===== config.mk =====
export PLATFORM = sky130hd
export DESIGN_NAME = truth_table_capture
export DESIGN_NICKNAME = d
export VERILOG_FILES = /design/src/rtl/truth_table_capture.sv
export SDC_FILE = /design/constraint.sdc
export NUM_CORES = 1
export LEC_CHECK = 0
export CAP_MARGIN = 40
export CORE_MARGIN = 10
export CORE_UTILIZATION = 57
export CTS_BUF_LIST = sky130_fd_sc_hd__clkbuf_8 sky130_fd_sc_hd__clkbuf_16
export CTS_CLUSTER_SIZE = 28
export DETAILED_ROUTE_END_ITERATION = 8
export DONT_BUFFER_PORTS = 1
export PLACE_DENSITY = 0.72
export SKIP_CTS_REPAIR_TIMING = 1
export SLEW_MARGIN = 10
export SYNTH_ARGS = -nofsm -noshare
export SYNTH_HDL_FRONTEND = slang
export SYNTH_SLANG_ARGS = --single-unit
export TNS_END_PERCENT = 5

===== constraint.sdc =====
create_clock -name i_clk -period 2.15 [get_ports i_clk]
set_input_delay 0.43 -clock i_clk [delete_from_list [all_inputs] [get_ports i_clk]]
set_output_delay 0.43 -clock i_clk [all_outputs]
set_load 0.03 [all_outputs]

===== src/rtl/truth_table_capture.sv =====
// truth_table_capture
// Sweeps a 5-bit stimulus vector through all 32 values. After each vector
// change it waits SETTLE cycles, then captures the response f_in into a
// 32-bit truth table and keeps a running count of captured ones.
// The FSM runs IDLE -> (SETTLE ->) SAMPLE -> ... -> DONE -> IDLE.

module truth_table_capture #(
  parameter int SETTLE = 1
) (
  input  logic        i_clk,
  input  logic        i_rst,
  input  logic        i_start,
  input  logic        i_f_in,
  output logic [4:0]  o_vec,
  output logic        o_busy,
  output logic        o_done,
  output logic [31:0] o_truth_table,
  output logic [5:0]  o_ones_count
);

  localparam logic [1:0] S_IDLE   = 2'd0;
  localparam logic [1:0] S_SETTLE = 2'd1;
  localparam logic [1:0] S_SAMPLE = 2'd2;
  localparam logic [1:0] S_DONE   = 2'd3;

  // Reload value of the settle counter and the state entered after a
  // vector change; with SETTLE = 0 the settle phase is skipped entirely.
  localparam logic [3:0] SETTLE_CNT = 4'(SETTLE);
  localparam logic [1:0] S_AFTER_LOAD = (SETTLE == 0) ? S_SAMPLE : S_SETTLE;

  logic [1:0]  r_state;
  logic [3:0]  r_cnt;
  logic [4:0]  r_vec;
  logic        r_busy;
  logic        r_done;
  logic [31:0] r_tt;
  logic [5:0]  r_ones;

  logic [1:0]  w_state_nxt;
  logic        w_vec_last;
  logic        w_settle_last;

  assign w_vec_last    = (r_vec == 5'd31);
  // Counter value 1 marks the final settle cycle; <= also recovers from 0.
  assign w_settle_last = (r_cnt <= 4'd1);

  // Next-state decode for the sweep sequencer.
  always_comb begin
    w_state_nxt = r_state;
    case (r_state)
      S_IDLE: begin
        if (i_start) begin
          w_state_nxt = S_AFTER_LOAD;
        end else begin
          w_state_nxt = S_IDLE;
        end
      end
      S_SETTLE: begin
        if (w_settle_last) begin
          w_state_nxt = S_SAMPLE;
        end else begin
          w_state_nxt = S_SETTLE;
        end
      end
      S_SAMPLE: begin
        if (w_vec_last) begin
          w_state_nxt = S_DONE;
        end else begin
          w_state_nxt = S_AFTER_LOAD;
        end
      end
      S_DONE: begin
        w_state_nxt = S_IDLE;
      end
      default: begin
        w_state_nxt = S_IDLE;
      end
    endcase
  end

  // State, datapath and registered status outputs; reset dominates everything.
  always_ff @(posedge i_clk) begin
    if (i_rst) begin
      r_state <= S_IDLE;
      r_cnt   <= 4'd0;
      r_vec   <= 5'd0;
      r_busy  <= 1'b0;
      r_done  <= 1'b0;
      r_tt    <= 32'd0;
      r_ones  <= 6'd0;
    end else begin
      r_state <= w_state_nxt;
      r_busy  <= (w_state_nxt != S_IDLE);
      r_done  <= (w_state_nxt == S_DONE);
      case (r_state)
        S_IDLE: begin
          if (i_start) begin
            r_vec  <= 5'd0;
            r_tt   <= 32'd0;
            r_ones <= 6'd0;
            r_cnt  <= SETTLE_CNT;
          end
        end
        S_SETTLE: begin
          if (r_cnt != 4'd0) begin
            r_cnt <= r_cnt - 4'd1;
          end
        end
        S_SAMPLE: begin
          r_tt[r_vec] <= i_f_in;
          r_ones      <= r_ones + {5'd0, i_f_in};
          if (!w_vec_last) begin
            r_vec <= r_vec + 5'd1;
            r_cnt <= SETTLE_CNT;
          end
        end
        S_DONE: begin
          r_cnt <= 4'd0;
        end
        default: begin
          r_cnt <= 4'd0;
        end
      endcase
    end
  end

  assign o_vec         = r_vec;
  assign o_busy        = r_busy;
  assign o_done        = r_done;
  assign o_truth_table = r_tt;
  assign o_ones_count  = r_ones;

endmodule


==> results.py <==
metrics = {
    "sta": {
        "setup_repair_after_global_routing_missed_its_margin": "false",
        "slew-limit-headroom": 0.648,
        "final_period_minus_worst_setup_slack_ns": 1.90,
        "fin_hold_ws_ns": 0.174,
        "final-setup-viol-count": 0,
        "timing.final.hold_violations": 0,
        "slew_violations": 0,
        "timing.fmax_ghz": 0.527,
        "largest_clock_skew_in_the_final_design_ns": 0.0112,
        "timing.final.crit_share": 0.882,
        "least_margin_pin_slew_ns": 0.528,
        "tns_ns": 0,
    },
    "critical_path": {
        "setup.worst_path.start_class": "flop",
        "worst_ep_required_time_ns": 2.39,
        "endpoint_kind": "flop",
        "timing_worst_setup_path_type": "flop to flop",
        "crit_path_frequent_cell": "sky130_fd_sc_hd__ha_1",
        "cp_top_family": "simple AND/OR/NAND/NOR gates",
        "maximum_fanout_encountered_on_the_critical_timing_path": 4,
        "worst-endpoint-arrival_ns": 2.13,
        "cp_slowest_cell": "sky130_fd_sc_hd__dfxtp_1",
        "worst-path-buf-inv": 0,
        "largest_incremental_delay_on_the_critical_path_ns": 0.32,
        "path_cells": "ha_1 -> and3_1 -> ha_1 -> nor2b_1 -> o32ai_2 -> nor4_1 -> mux2i_1",
    },
    "routing": {
        "wire_per_inst_um": 18.8,
        "vias": 2108,
        "wl_um": 6170,
        "detail_route.iter0.violations": 176,
        "drt_pre_antenna_iters": 4,
        "antenna_violating_nets_post_route": 0,
        "detail_route.drc_violations": 0,
        "vias_per_cell": 6.41,
    },
    "cts": {
        "h-tree-depth": 2,
        "clock-root-buffer": "sky130_fd_sc_hd__clkbuf_8",
        "cts.clk_slew.worst_paths_ns": 0.09,
        "tritoncts": "done",
        "cts_buffer_depth": 2,
        "clk_sink_count": 51,
        "cts_buffers": 5,
        "worstSkewPairLatency_ns": 0.31,
    },
    "synth": {
        "syn_avg_cell_area_um2": 8.64,
        "postSynth.topFlopCell": "sky130_fd_sc_hd__dfxtp_1",
        "post-synth-top-area-fraction": 0.415,
        "synth_async_sr_flop_share": 0,
        "yosys_warnings": 0,
        "ys_seq_area_frac": 0.415,
        "synth_area_leader_cell": "sky130_fd_sc_hd__dfxtp_1",
        "ys_top_cells_by_area": "sky130_fd_sc_hd__dfxtp_1 (41%), sky130_fd_sc_hd__o211ai_1 (9.8%), sky130_fd_sc_hd__a21oi_1 (7.1%)",
        "synth.ff_latch_count": 51,
        "synth_nets": 298,
        "netlist_instances": 285,
        "synth-edff-count": 0,
        "synth_cell_type_count": 41,
        "dominant_cell_by_count_in_the_synthesized_netlist": "sky130_fd_sc_hd__dfxtp_1",
        "synth_area_um2": 2460,
        "netlist_top_cells_count": "sky130_fd_sc_hd__dfxtp_1 (51), sky130_fd_sc_hd__a21oi_1 (35), sky130_fd_sc_hd__nand3_1 (34)",
    },
    "power": {
        "power_frac_clock": 0.341,
        "power_mw": 1.91,
        "comb_power_share": 0.134,
        "power-per-cell-area_nw_per_um2": 729,
        "worst_ir_drop_vdd_v": 0.000441,
        "netSwitchingFraction": 0.258,
        "power_switching_mw": 0.493,
        "p_int_mw": 1.42,
        "static_power_due_to_leakage_nw": 0.884,
        "seq_pwr_share": 0.524,
    },
    "cells_and_area": {
        "fillerInstances": 357,
        "final_cell_area_um2": 2620,
        "layout-drive-gt1-share": 0.104,
        "areaGrowthSynthToFinish_pct": 6.35,
        "antenna_cells_inserted": 0,
        "final_nets": 292,
    },
    "outcome": {
        "run_status": "complete, no violations",
    },
    "die": {
        "fp.dieW_um": 85.7,
        "die_height_um": 85.7,
        "initial_core_util": 0.602,
        "count_of_boundary_i_o_pins": 49,
        "core_region_area_um2": 4090,
        "rows": 23,
        "floorplan.die_area_um2": 7350,
    },
    "flow_run": {
        "drv_cap": 0,
    },
    "grt": {
        "overflow": 0,
        "grt_usage": 0.169,
        "grt_start_max_net_pins": 53,
        "first_global_vias": 1978,
        "wire_length_of_the_first_global_routing_pass_um": 10200,
        "grt_antenna_before_repair": 0,
    },
    "placed_design": {
        "routabilityCongestion": 0.842,
        "dp.final_hpwl_um": 4090,
        "placement.io_buffers": 0,
        "dpl-instance-area_um2": 2510,
    },
    "min_path": {
        "hold_path_class": "primary input to flop",
    },
}
## sequential cells by signal, indices dropped and copies added, names as in the netlist
register and count:
o_busy 1, o_done 1, o_ones_count 6, o_truth_table 32
o_vec 5, r_cnt 4, r_state 2
## worst reg2reg max path: cells and delay by family, from the launching register on
kind	cells	cell delay (ns)
and+or+nand+nor	3	0.68
muxes	1	0.23
DFF	1	0.32
AOI/OAI and AO/OA	1	0.14
adders and majority gates	2	0.46
## through the flow
| step | setup WS (ns) | util | std cells |
|---|---|---|---|
| finish | 0.254 | 0.641 | 329 |
| global placement | 0.336 | 0.615 | 322 |
| CTS | 0.239 | 0.641 | 329 |
| detailed placement | 0.259 | 0.615 | 322 |
| floorplan | 0.0498 | - | 285 |
| global route | 0.0135 | 0.641 | 329 |
## layer usage
metal / share of wire / GRT usage
met1: 0.41 / 0.209
met2: 0.46 / 0.249
met3: 0.12 / 0.0804
met4: 0.012 / 0.0569
met5: 0 / 0
## cell families (layout without fill, tap and decap cells)
kind of cell | after synthesis | after routing | synth area share
mux | 4 | 4 | 0.0173
simple gates | 105 | 105 | 0.239
xor+xnor | 3 | 3 | 0.0107
buf+inv | 30 | 24 | 0.0513
compound gates | 83 | 83 | 0.221
fa+ha+maj | 9 | 9 | 0.0458
flops | 51 | 51 | 0.415
## worst paths after layout
kind / start / to / cells after the start / slack [ns]
setup / recovery: o_vec[0] / r_cnt[3] / 7 / 0.25
hold / removal: i_rst / o_truth_table[29] / 1 / 0.17
setup reg to reg: o_vec[0] / r_cnt[3] / 7 / 0.25
hold reg to reg: r_cnt[0] / r_cnt[0] / 2 / 0.54
## layout make-up
| cell class | instances | area, um^2 | area share |
|---|---|---|---|
| Clock inverter | 2 | 37.5 | 0.0143 |
| Timing Repair Buffer | 10 | 87.6 | 0.0335 |
| Multi-Input combinational cell | 204 | 1310 | 0.502 |
| Tap cell | 50 | 62.6 | 0.0239 |
| Sequential cell | 51 | 1020 | 0.390 |
| Inverter | 7 | 26.3 | 0.0100 |
| Clock buffer | 5 | 68.8 | 0.0263 |
## power groups by stage
| stage | Sequential [mW] | Clock (mW) | Combinational [mW] |
|---|---|---|---|
| 2_1_floorplan | 1.02 | 0 | 0.218 |
| 3_3_place_gp | 1.02 | 0 | 0.252 |
| 3_5_place_dp | 1.02 | 0 | 0.254 |
| 4_1_cts | 1.00 | 0.667 | 0.255 |
| 5_1_grt | 1.01 | 0.709 | 0.284 |
| 6_report | 1.00 | 0.651 | 0.256 |
## layout by cell type (no fill, tap or decap), drive strengths merged, types with 7 or more instances in the layout
master   n
nand2   12
a21oi   35
buf     10
inv      7
o211ai  32
nand3   34
dfxtp   51
ha       9
nor2    17
No activity file was read; power rests on OpenSTA's default activity.
